## src/rtl/rectangle_ks_ctrl.sv

```systemverilog
// rectangle_ks_ctrl: round sequencer for the round-based RECTANGLE-128 core.
// Steers the key-state register select, hands out the round index and the
// 5-bit round constant, and runs a start/busy/done handshake.
// Optional build macro: RECTANGLE_CTRL_ABORT_EN adds the i_abort input, which
// drops an operation in LOAD or RUN straight back to IDLE.
//
// state | meaning
// IDLE  | waiting for i_start; key register tracks the master key
// LOAD  | data register loads plaintext; key register still on master key
// RUN   | one round per cycle; key register takes the updated key
// DONE  | one-cycle o_done pulse; results are held by the top level
module rectangle_ks_ctrl #(
    parameter int         ROUNDS  = 25,
    parameter logic [4:0] RC_INIT = 5'h01
) (
    input  logic       i_clk,
    input  logic       i_rst_n,
`ifdef RECTANGLE_CTRL_ABORT_EN
    input  logic       i_abort,
`endif
    input  logic       i_start,
    output logic       o_select,
    output logic       o_load,
    output logic       o_round_en,
    output logic [4:0] ov_round,
    output logic [4:0] ov_rc,
    output logic       o_last,
    output logic       o_busy,
    output logic       o_done
);

    localparam logic [4:0] LAST_ROUND = 5'(ROUNDS - 1);

    typedef enum logic [1:0] {
        IDLE = 2'd0,
        LOAD = 2'd1,
        RUN  = 2'd2,
        DONE = 2'd3
    } state_t;

    state_t     state_q, state_d;
    logic [4:0] round_q, round_d;
    logic [4:0] rc_q, rc_d;
    logic       abort_req;
    logic       last_round;

`ifdef RECTANGLE_CTRL_ABORT_EN
    assign abort_req = i_abort;
`else
    assign abort_req = 1'b0;
`endif

    assign last_round = (state_q == RUN) && (round_q == LAST_ROUND);

    // State, round index and round constant registers.
    always_ff @(posedge i_clk or negedge i_rst_n) begin
        if (!i_rst_n) begin
            state_q <= IDLE;
            round_q <= 5'd0;
            rc_q    <= RC_INIT;
        end else begin
            state_q <= state_d;
            round_q <= round_d;
            rc_q    <= rc_d;
        end
    end

    // Next-state logic; abort overrides every LOAD/RUN transition, including
    // the final RUN -> DONE step.
    always_comb begin
        state_d = state_q;
        round_d = round_q;
        rc_d    = rc_q;
        case (state_q)
            IDLE: begin
                if (i_start) state_d = LOAD;
            end
            LOAD: begin
                state_d = RUN;
                round_d = 5'd0;
                rc_d    = RC_INIT;
            end
            RUN: begin
                if (last_round) begin
                    state_d = DONE;
                    round_d = 5'd0;
                    rc_d    = RC_INIT;
                end else begin
                    round_d = round_q + 5'd1;
                    rc_d    = {rc_q[3:0], rc_q[4] ^ rc_q[2]};
                end
            end
            DONE: begin
                state_d = IDLE;
            end
            default: begin
                state_d = IDLE;
                round_d = 5'd0;
                rc_d    = RC_INIT;
            end
        endcase
        if (abort_req && ((state_q == LOAD) || (state_q == RUN))) begin
            state_d = IDLE;
            round_d = 5'd0;
            rc_d    = RC_INIT;
        end
    end

    // Outputs are pure decodes of the registers, so i_start never reaches them.
    always_comb begin
        o_select   = (state_q == RUN) || (state_q == DONE);
        o_load     = (state_q == LOAD);
        o_round_en = (state_q == RUN);
        o_busy     = (state_q == LOAD) || (state_q == RUN);
        o_done     = (state_q == DONE);
        o_last     = last_round;
        ov_round   = round_q;
        ov_rc      = rc_q;
    end

endmodule

```

## config.mk

```make
export PLATFORM = sky130hd
export DESIGN_NAME = rectangle_ks_ctrl
export DESIGN_NICKNAME = d
export VERILOG_FILES = /design/src/rtl/rectangle_ks_ctrl.sv
export SDC_FILE = /design/constraint.sdc
export NUM_CORES = 1
export LEC_CHECK = 0
export CORE_MARGIN = 5
export CORE_UTILIZATION = 30
export DETAILED_ROUTE_END_ITERATION = 12
export PLACE_DENSITY_LB_ADDON = 0.3
export SYNTH_ARGS = -nofsm -noshare
export SYNTH_HDL_FRONTEND = slang
export SYNTH_SLANG_ARGS = --single-unit
```

## constraint.sdc

```tcl
create_clock -name i_clk -period 1.85 [get_ports i_clk]
set_input_delay 0.185 -clock i_clk [delete_from_list [all_inputs] [get_ports i_clk]]
set_output_delay 0.185 -clock i_clk [all_outputs]
set_load 0.005 [all_outputs]
```

==> key figures, run 1 <==
Run status
  – Outcome: completed

Synth
  – Largest area contributor in the synthesized netlist: dfrtp_1
  – Cells after synthesis: 66
  – Synthesized Nets: 75
  – Post-synth EDFFs: 0
  – Synth Warn #: 0
  – Distinct cells, synth: 22
  – Post-synthesis register bit count: 12
  – Area share of the largest cell type after synthesis: 41.2%
  – Post-Syn Area: 668 um^2
  – Synth top cells by count: 11 x dfrtp_1, 11 x inv_1, 6 x ha_1, 6 x o22ai_1, 5 x nand2_1
  – Synth top area cells: dfrtp_1 41%, ha_1 11%, inv_1 6.2%
  – Ys flop type: dfrtp_1
  – Ys async rst share: 100%
  – Seq/Total Area, Yosys: 45.1%
  – Synth Area per Inst: 10.1 um^2

CTS
  – H-tree depth: 1
  – CTS tree: built
  – Clk buf depth: 2
  – Worst-skew pair later-pin latency: 0.27 ns
  – Hold-fix buffers at CTS: 0
  – Clock Sinks: 12
  – Worst-path clk slew: 0.08 ns
  – TritonCTS Buffers: 3
  – CTS Root Cell: clkbuf_4

Global routing
  – Largest net degree at the start of global routing: 21
  – Global-route wire length before repair: 2.42 mm
  – Gr usage total: 9.27%
  – Global route total overflow: 0
  – Vias in the first global route: 545
  – Initial antenna violation count: 0

Setup path
  – Startpoint Class: flop
  – Crit path max-delay family: buffers and inverters
  – WS Path Type: flop to primary output
  – Crit path arrival time: 1.55 ns
  – CP Cell Sequence: inv_1 -> ha_1 -> clkdlybuf4s50_1
  – Slowest stage delay, CP: 0.50 ns
  – Slowest cell on crit path: clkdlybuf4s50_1
  – Worst path bufs/invs: 2
  – Crit. End Element: primary output
  – Worst path required time: 1.66 ns
  – CP max FO: 4

Pwr
  – PwrDens: 1570 nW/um^2
  – Leakage: 0.424 nW
  – Worst vdd ir: 0.000798 V

Routing
  – Vias post-DR: 531
  – Drt via density: 4.50
  – WL per Instance: 11.7 um
  – Post-route ant nets: 0
  – Residual DRC: 0
  – Final Routed Wirelength: 1.38 mm
  – Drt pass-1 iters: 4
  – Iter 0 DRT Violations: 9

Timing
  – Setup TNS: 0 ns
  – Actual slew at the worst max-slew pin: 0.555 ns
  – Final Setup Violations: 0
  – Fmax: 578 MHz
  – Final Skew: 0.00646 ns
  – Final Hold Viols: 0
  – Period utilisation layout: 93.6%
  – Slew Viols, Final: 0
  – Post-route minimum period: 1.73 ns
  – Unrepaired setup endpoints after global routing: no
  – Rel. slew slack: 62.9%

Place
  – Dpl cells: 111
  – DP Wirelength: 1.05 mm
  – I/O Buffers: 18
  – DP Area: 883 um^2
  – RePlAce Congestion: 0.805

Finish
  – Final Non-Filler Cells: 118
  – Fraction of layout cells with a size suffix above 1: 15.6%
  – # diodes: 0
  – Synthesis-to-finish area growth: 39.9%
  – Area occupied by multi-input gates: 315 um^2
  – # nets final: 100
  – Filler cell count: 223
  – Final instance area: 935 um^2
  – Reg area: 302 um^2

Worst hold path
  – Worst hold-check path type: input pin to asynchronous set/reset pin

Floorplanning
  – Die area: 3270 um^2
  – Chip height: 57.2 um
  – Core region area: 2170 um^2
  – Die extent in x: 57.2 um
  – IO Pins: 19
  – Initial core utilization: 30.8%
  – Site Rows: 17

Flow run
  – Number of max-cap violations: 0
-- cell type report --
type / instances / area share [%]
inverters: 11 / 4.42
clock buffers: 4 / 2.81
well taps: 28 / 3.75
repair buffers: 23 / 23.0
flip-flops and latches: 12 / 32.3
multi-input cells: 40 / 33.7
-- cell usage in the layout, fill, tap and decap left out, drive strengths merged, types with 2 or more instances in the layout --
cell,n
inv,11
mux2i,3
o21ai,2
clkdlybuf4s50,16
ha,6
clkbuf,4
nor2b,2
nand3,4
buf,5
o22ai,6
dfrtp,11
nand2,5
nor2,2
dlygate4sd2,2
-- through the flow --
step	hold slack [ns]	power (mW)	worst slack, ns	utilization, %
detailed placement	0.509	1.28	0.211	40.7
CTS	0.296	1.49	0.110	43.1
finish	0.271	1.47	0.119	43.1
global route	0.322	1.62	0.0385	43.1
floorplan	-0.111	0.915	0.430	-
global placement	0.512	1.26	0.231	40.7
-- power breakdown --
part           switching, mW  internal (mW)
registers             0.0674          0.349
logic                  0.410          0.474
clock network         0.0835         0.0833
total                  0.561          0.906
-- worst paths after layout --
check                           slack [ns]          end  cells past startpoint        from
worst min-delay path                  0.27     ov_rc[3]                      1     i_rst_n
worst max-delay path                  0.12       o_busy                      3  state_q[0]
worst max register to register        0.35  ov_round[3]                      6  state_q[0]
min in group i_clk                    0.52     ov_rc[0]                      2    ov_rc[0]
worst min register to register        0.52     ov_rc[0]                      2    ov_rc[0]
max in group asynchronous             1.20     ov_rc[0]                      1     i_rst_n
-- registers in the layout (all words and copies together), names as in the netlist --
signal,cells
ov_rc,5
state_q,2
ov_round,5
-- cells by family (layout without fill, tap and decap cells) --
family,Yosys count,count (layout),synth area share [%]
adders and majority gates,6,6,11.2
buffers and inverters,14,38,8.43
AOI/OAI and AO/OA,12,12,12.4
xor gates and xnor gates,1,1,1.31
and+or+nand+nor,17,17,15.4
muxes,4,4,6.18
DFF,12,12,45.1
-- metal layers --
metal | routed length (um) | vias to the layer above | global-route usage, %
met5 | 0 | - | 0
met4 | 0 | 0 | 3.97
met3 | 80 | 0 | 3.39
met2 | 677 | 8 | 15.3
met1 | 621 | 253 | 10.7
li1 | - | 270 | -
-- repair_timing --
item	4_1_cts	5_1_grt
buffers inserted	3	0
endpoints found under the hold margin	0	0
setup endpoints to repair	2	0
resized for setup	4	0
Note: power is estimated with default switching activity, not from simulation.
==> inputs of run 2 (changes only) <==
==> constraint.sdc (replaced) <==
create_clock -name i_clk -period 1.89 [get_ports i_clk]
set_input_delay 0.189 -clock i_clk [delete_from_list [all_inputs] [get_ports i_clk]]
set_output_delay 0.189 -clock i_clk [all_outputs]
set_load 0.005 [all_outputs]
==> run 2 against run 1 <==
Compared with the run above: sequential cell count unchanged; sequential share of layout area decreased by 0.38 points; worst setup slack improved by 0.036 ns; final area increased by 1.2%; count of clock-buffer cells in the layout unchanged; first-iteration DRC count unchanged.
==> key figures, run 2 (synthesis results as in run 1) <==
Global routing
  – Global route total overflow: 0 (unchanged)
  – Gr usage total: 9.18% (-0.093 points)
  – Initial antenna violation count: 0 (unchanged)
  – Largest net degree at the start of global routing: 21 (unchanged)
  – Vias in the first global route: 542 (-0.55%)
  – Global-route wire length before repair: 2.39 mm (-1.1%)

Pwr
  – Psw: 0.548 mW (-2.2%)
  – PwrDens: 1540 nW/um^2 (-2.1%)
  – Leakage: 0.438 nW (+3.2%)
  – Sequential Power Share: 27.9% (-0.5 points)
  – Worst vdd ir: 0.000783 V (-1.9%)
  – Clock group share of total power: 11.1% (-0.3 points)
  – Switching share of power: 37.7% (-0.49 points)
  – Comb pwr share: 60.9% (+0.7 points)
  – Internal power: 0.905 mW (-0.10%)

Setup path
  – WS Path Type: flop to primary output
  – Slowest cell on crit path: clkdlybuf4s50_1
  – Reg2Reg Depth: 6 (unchanged)
  – Crit. End Element: primary output
  – Reg2Reg Setup Slack: 0.41 ns (+0.06 ns)
  – CP Cell Sequence: buf_4 -> buf_4 -> ha_1 -> clkdlybuf4s50_1
  – Crit path max-delay family: buffers and inverters
  – Worst path bufs/invs: 3 (+1)
  – Reg-to-Reg End: ov_round[3]
  – Crit path arrival time: 1.55 ns (about the same)
  – CP max FO: 4 (unchanged)
  – Slowest stage delay, CP: 0.44 ns (-0.06 ns)
  – Cell mode on critical path: buf_4
  – Reg-to-Reg Start: state_q[0]
  – Worst path required time: 1.70 ns (+0.04 ns)
  – Startpoint Class: flop

CTS
  – Hold-fix buffers at CTS: 0 (unchanged)
  – Clk buf depth: 2 (unchanged)
  – H-tree depth: 1 (unchanged)
  – Clock Sinks: 12 (unchanged)
  – CTS Root Cell: clkbuf_4
  – CTS tree: built
  – Worst-skew pair later-pin latency: 0.27 ns (about the same)
  – Worst-path clk slew: 0.08 ns (about the same)
  – TritonCTS Buffers: 3 (unchanged)

Floorplanning
  – Die extent in x: 57.2 um (unchanged)
  – Core region area: 2170 um^2 (unchanged)
  – Die area: 3270 um^2 (unchanged)
  – Site Rows: 17 (unchanged)
  – Initial core utilization: 30.8% (unchanged)
  – IO Pins: 19 (unchanged)
  – Chip height: 57.2 um (unchanged)

Routing
  – Drt pass-1 iters: 4 (unchanged)
  – Post-route ant nets: 0 (unchanged)
  – Residual DRC: 0 (unchanged)
  – Drt via density: 4.51 (+0.28%)
  – WL per Instance: 11.5 um (-1.3%)
  – Vias post-DR: 537 (+1.1%)
  – Iter 0 DRT Violations: 9 (unchanged)
  – Final Routed Wirelength: 1.37 mm (-0.51%)

Timing
  – Rel. slew slack: 63.0% (+0.10 points)
  – Fmax: 576 MHz
  – Final Skew: 0.00587 ns (-0.000589 ns)
  – Setup TNS: 0 ns (unchanged)
  – Actual slew at the worst max-slew pin: 0.554 ns (-0.00153 ns)
  – Final Hold Viols: 0 (unchanged)
  – Unrepaired setup endpoints after global routing: no
  – Hold_ws: 0.276 ns (+0.00518 ns)
  – Post-route minimum period: 1.74 ns
  – Slew Viols, Final: 0 (unchanged)
  – Period utilisation layout: 91.8%
  – Final Setup Violations: 0 (unchanged)

Finish
  – # nets final: 101 (+1.0%)
  – Commonest non-fill, non-tap cells in the layout: 16 x clkdlybuf4s50_1, 11 x inv_1, 11 x dfrtp_1
  – Filler cell count: 222 (-0.45%)
  – Synthesis-to-finish area growth: 41.6%
  – Most common cell after layout, fill and taps aside: clkdlybuf4s50_1
  – Fraction of layout cells with a size suffix above 1: 16.5% (+0.93 points)
  – # diodes: 0 (unchanged)
  – Final Non-Filler Cells: 119 (+0.85%)

Place
  – DP Wirelength: 1.05 mm (unchanged)
  – Dpl cells: 111 (unchanged)
  – I/O Buffers: 18 (unchanged)
  – RePlAce Congestion: 0.805 (unchanged)

Run status
  – Outcome: completed

Flow run
  – Number of max-cap violations: 0 (unchanged)

Worst hold path
  – Worst hold-check path type: input pin to asynchronous set/reset pin
## run 2: changes by cell type in the layout (fill, tap and decap cells not counted)
cell            before  now
dlymetal6s2s_1       0    1
buf_4                5    6
dlygate4sd2_1        2    1
## run 2: power groups by stage
stage,registers [mW],logic (mW),clock network [mW]
after global placement,0.418,0.817,0
after detailed placement,0.421,0.828,0
after global routing,0.419,1.00,0.182
final,0.406,0.886,0.162
after floorplan,0.412,0.483,0
after CTS,0.407,0.889,0.172
## run 2: worst max-delay path by stage
stage | end | cells after the start | slack [ns] | startpoint
4_1_cts | o_select | 4 | 0.009 | state_q[0]
5_1_grt | o_load | 4 | 0.08 | state_q[0]
3_3_place_gp | o_select | 4 | 0.27 | state_q[0]
3_5_place_dp | o_last | 5 | 0.25 | ov_round[0]
6_report | o_load | 4 | 0.15 | state_q[0]
2_1_floorplan | state_q[1] | 5 | 0.47 | ov_round[0]
## run 2: stage by stage
stage / utilization, % / power (mW) / cell area (um^2) / setup slack [ns]
after floorplan: - / 0.895 / 668 / 0.470
after global placement: 40.7 / 1.23 / 883 / 0.267
after detailed placement: 40.7 / 1.25 / 883 / 0.247
after CTS: 43.1 / 1.47 / 936 / 0.00932
after global routing: 43.6 / 1.61 / 946 / 0.0840
final: 43.6 / 1.45 / 946 / 0.155
## run 2: area by class of cell
cell class	count	area, um^2	area share, %
multi-input cells	40	315	33.3
flip-flops and latches	12	302	31.9
repair buffers	24	226	23.9
inverters	11	41.3	4.37
well taps	28	35.0	3.70
clock buffers	4	26.3	2.78
## run 2: timing repair
item	in CTS	in global routing
buffers inserted	3	1
resized for setup	3	1
gates cloned	0	0
setup endpoints to repair	2	1
## run 2: layer usage
| layer | vias up | part of all wire (%) | track usage, % |
|---|---|---|---|
| met2 | 8 | 49 | 15.3 |
| met1 | 257 | 45 | 10.5 |
| met4 | 0 | 0 | 3.97 |
| met5 | - | 0 | 0 |
| li1 | 272 | - | - |
| met3 | 0 | 6.2 | 3.39 |
==> inputs of run 3 (changes only) <==
==> constraint.sdc (replaced) <==
create_clock -name i_clk -period 2.1 [get_ports i_clk]
set_input_delay 0.21 -clock i_clk [delete_from_list [all_inputs] [get_ports i_clk]]
set_output_delay 0.21 -clock i_clk [all_outputs]
set_load 0.005 [all_outputs]
==> run 3 against run 2 <==
Compared with the run above: global-route usage is 0.18 points lower; final area shrank 4.4%; register-to-register slack better by 0.19 ns; worst setup slack worse by 0.017 ns; non-clock buffer count fell by 5; clock power decreased by 7%; utilization shrank 1.9 points; first-iteration DRC count shrank 67%; sequential power down 7.4%; die area stayed put; combinational power fell by 18%; clock skew hardly changed; largest cell class unchanged; highest routed layer is now met4.
==> key figures, run 3 (synthesis results as in run 1) <==
Setup path
  – CP max FO: 5 (+1)
  – Crit path arrival time: 1.75 ns (+0.20 ns)
  – Crit. End Element: primary output
  – WS Path Type: flop to primary output
  – Worst path required time: 1.89 ns (+0.19 ns)
  – Startpoint Class: flop

Pwr
  – PwrDens: 1380 nW/um^2 (-10%)
  – Leakage: 0.398 nW (-9.1%)
  – Worst vdd ir: 0.000730 V (-6.7%)
  – Design Power: 1.25 mW (-14%)

CTS
  – Clk buf depth: 2 (unchanged)
  – Clock Sinks: 12 (unchanged)
  – TritonCTS Buffers: 3 (unchanged)
  – CTS Root Cell: clkbuf_4
  – Setup repair bufs after CTS: 0 (-3)
  – Worst-skew pair later-pin latency: 0.27 ns (about the same)
  – Worst-path clk slew: 0.08 ns (about the same)
  – H-tree depth: 1 (unchanged)
  – CTS tree: built

Floorplanning
  – Chip height: 57.2 um (unchanged)
  – Die extent in x: 57.2 um (unchanged)
  – Site Rows: 17 (unchanged)
  – Die area: 3270 um^2 (unchanged)
  – IO Pins: 19 (unchanged)
  – Core region area: 2170 um^2 (unchanged)
  – Initial core utilization: 30.8% (unchanged)

Timing
  – Final Skew: 0.00540 ns (-0.000469 ns)
  – Rel. slew slack: 63.6% (+0.65 points)
  – Setup TNS: 0 ns (unchanged)
  – Actual slew at the worst max-slew pin: 0.544 ns (-0.00966 ns)
  – Hold_ws: 0.288 ns (+0.0120 ns)
  – Final Hold Viols: 0 (unchanged)
  – Final Setup Violations: 0 (unchanged)
  – Fmax: 509 MHz
  – Post-route minimum period: 1.96 ns
  – Unrepaired setup endpoints after global routing: no
  – Slew Viols, Final: 0 (unchanged)
  – Period utilisation layout: 93.5%

Routing
  – Post-route ant nets: 0 (unchanged)
  – WL per Instance: 11.5 um (-0.56%)
  – Vias post-DR: 532 (-0.93%)
  – Iter 0 DRT Violations: 3 (-6)
  – Residual DRC: 0 (unchanged)
  – Final Routed Wirelength: 1.31 mm (-4.7%)
  – Drt via density: 4.67 (+3.4%)
  – Drt pass-1 iters: 2 (-2)

Worst hold path
  – Worst hold-check path type: input pin to asynchronous set/reset pin

Finish
  – # diodes: 0 (unchanged)
  – # nets final: 96 (-5.0%)
  – Synthesis-to-finish area growth: 35.4%
  – Final instance area: 905 um^2 (-4.4%)
  – Fraction of layout cells with a size suffix above 1: 10.5% (-6.0 points)
  – Commonest non-fill, non-tap cells in the layout: 18 x clkdlybuf4s50_1, 11 x inv_1, 11 x dfrtp_1
  – Most common cell after layout, fill and taps aside: clkdlybuf4s50_1

Place
  – DP Area: 876 um^2 (-0.85%)
  – RePlAce Congestion: 0.745 (-7.5%)
  – DP Wirelength: 1.03 mm (-1.5%)
  – I/O Buffers: 18 (unchanged)

Global routing
  – Largest net degree at the start of global routing: 21 (unchanged)
  – Global route total overflow: 0 (unchanged)
  – Vias in the first global route: 517 (-4.6%)
  – Initial antenna violation count: 0 (unchanged)
  – Gr usage total: 9.00% (-0.18 points)
  – Global-route wire length before repair: 2.31 mm (-3.5%)

Flow run
  – Number of max-cap violations: 0 (unchanged)

Run status
  – Outcome: completed
[run 3: cell types whose count changed in the layout (fill, tap and decap cells not counted), sizes merged]
cell / change
dlymetal6s2s: -1
buf: -5
dlygate4sd2: -1
clkdlybuf4s50: +2
[run 3: per-layer routing]
| layer | up-vias | global-route usage (%) | routed length [um] |
|---|---|---|---|
| met5 | - | 0 | 0 |
| met4 | 0 | 3.97 | 14 |
| met3 | 2 | 2.94 | 39 |
| met2 | 10 | 15.0 | 644 |
| met1 | 259 | 10.5 | 608 |
| li1 | 261 | - | - |
[run 3: metrics by stage]
step,setup WS [ns],instances,utilization (%)
CTS,0.0612,114,41.6
global placement,0.397,110,40.4
global route,0.0172,114,41.7
finish,0.137,114,41.7
detailed placement,0.368,110,40.4
floorplan,0.680,66,-
[run 3: layout make-up]
type	instances	area (um^2)
tap	28	35.0
inverter	11	41.3
clock buffer	4	26.3
fill	227	1260
sequential	12	302
multi-input combinational	40	313
timing repair buffer	19	188
[run 3: critical path: stages, from the launching register on]
cell,delay (ns)
dfrtp_1,0.42
inv_1,0.11
ha_1,0.19
nand4b_4,0.14
nor2_1,0.11
clkdlybuf4s50_1,0.51
[run 3: timing repair]
action	in CTS	in global routing
endpoints found under the setup margin	0	2
hold buffers	0	0
gates resized for setup	0	1
[run 3: final timing paths]
| check | startpoint | to | slack [ns] | cells after the start |
|---|---|---|---|---|
| worst max register to register | ov_round[0] | state_q[1] | 0.60 | 5 |
| min in group i_clk | ov_rc[0] | ov_rc[1] | 0.52 | 2 |
| worst min-delay path | i_rst_n | ov_rc[4] | 0.29 | 1 |
| worst min register to register | ov_rc[0] | ov_rc[1] | 0.52 | 2 |
| max in group asynchronous | i_rst_n | ov_rc[0] | 1.44 | 1 |
| worst max-delay path | ov_round[0] | o_last | 0.14 | 5 |
[run 3: report_power, final]
group | leakage [nW] | switching, mW | internal (mW)
Combinational | 0.225 | 0.337 | 0.386
Sequential | 0.158 | 0.0680 | 0.308
Clock | 0.0150 | 0.0760 | 0.0735
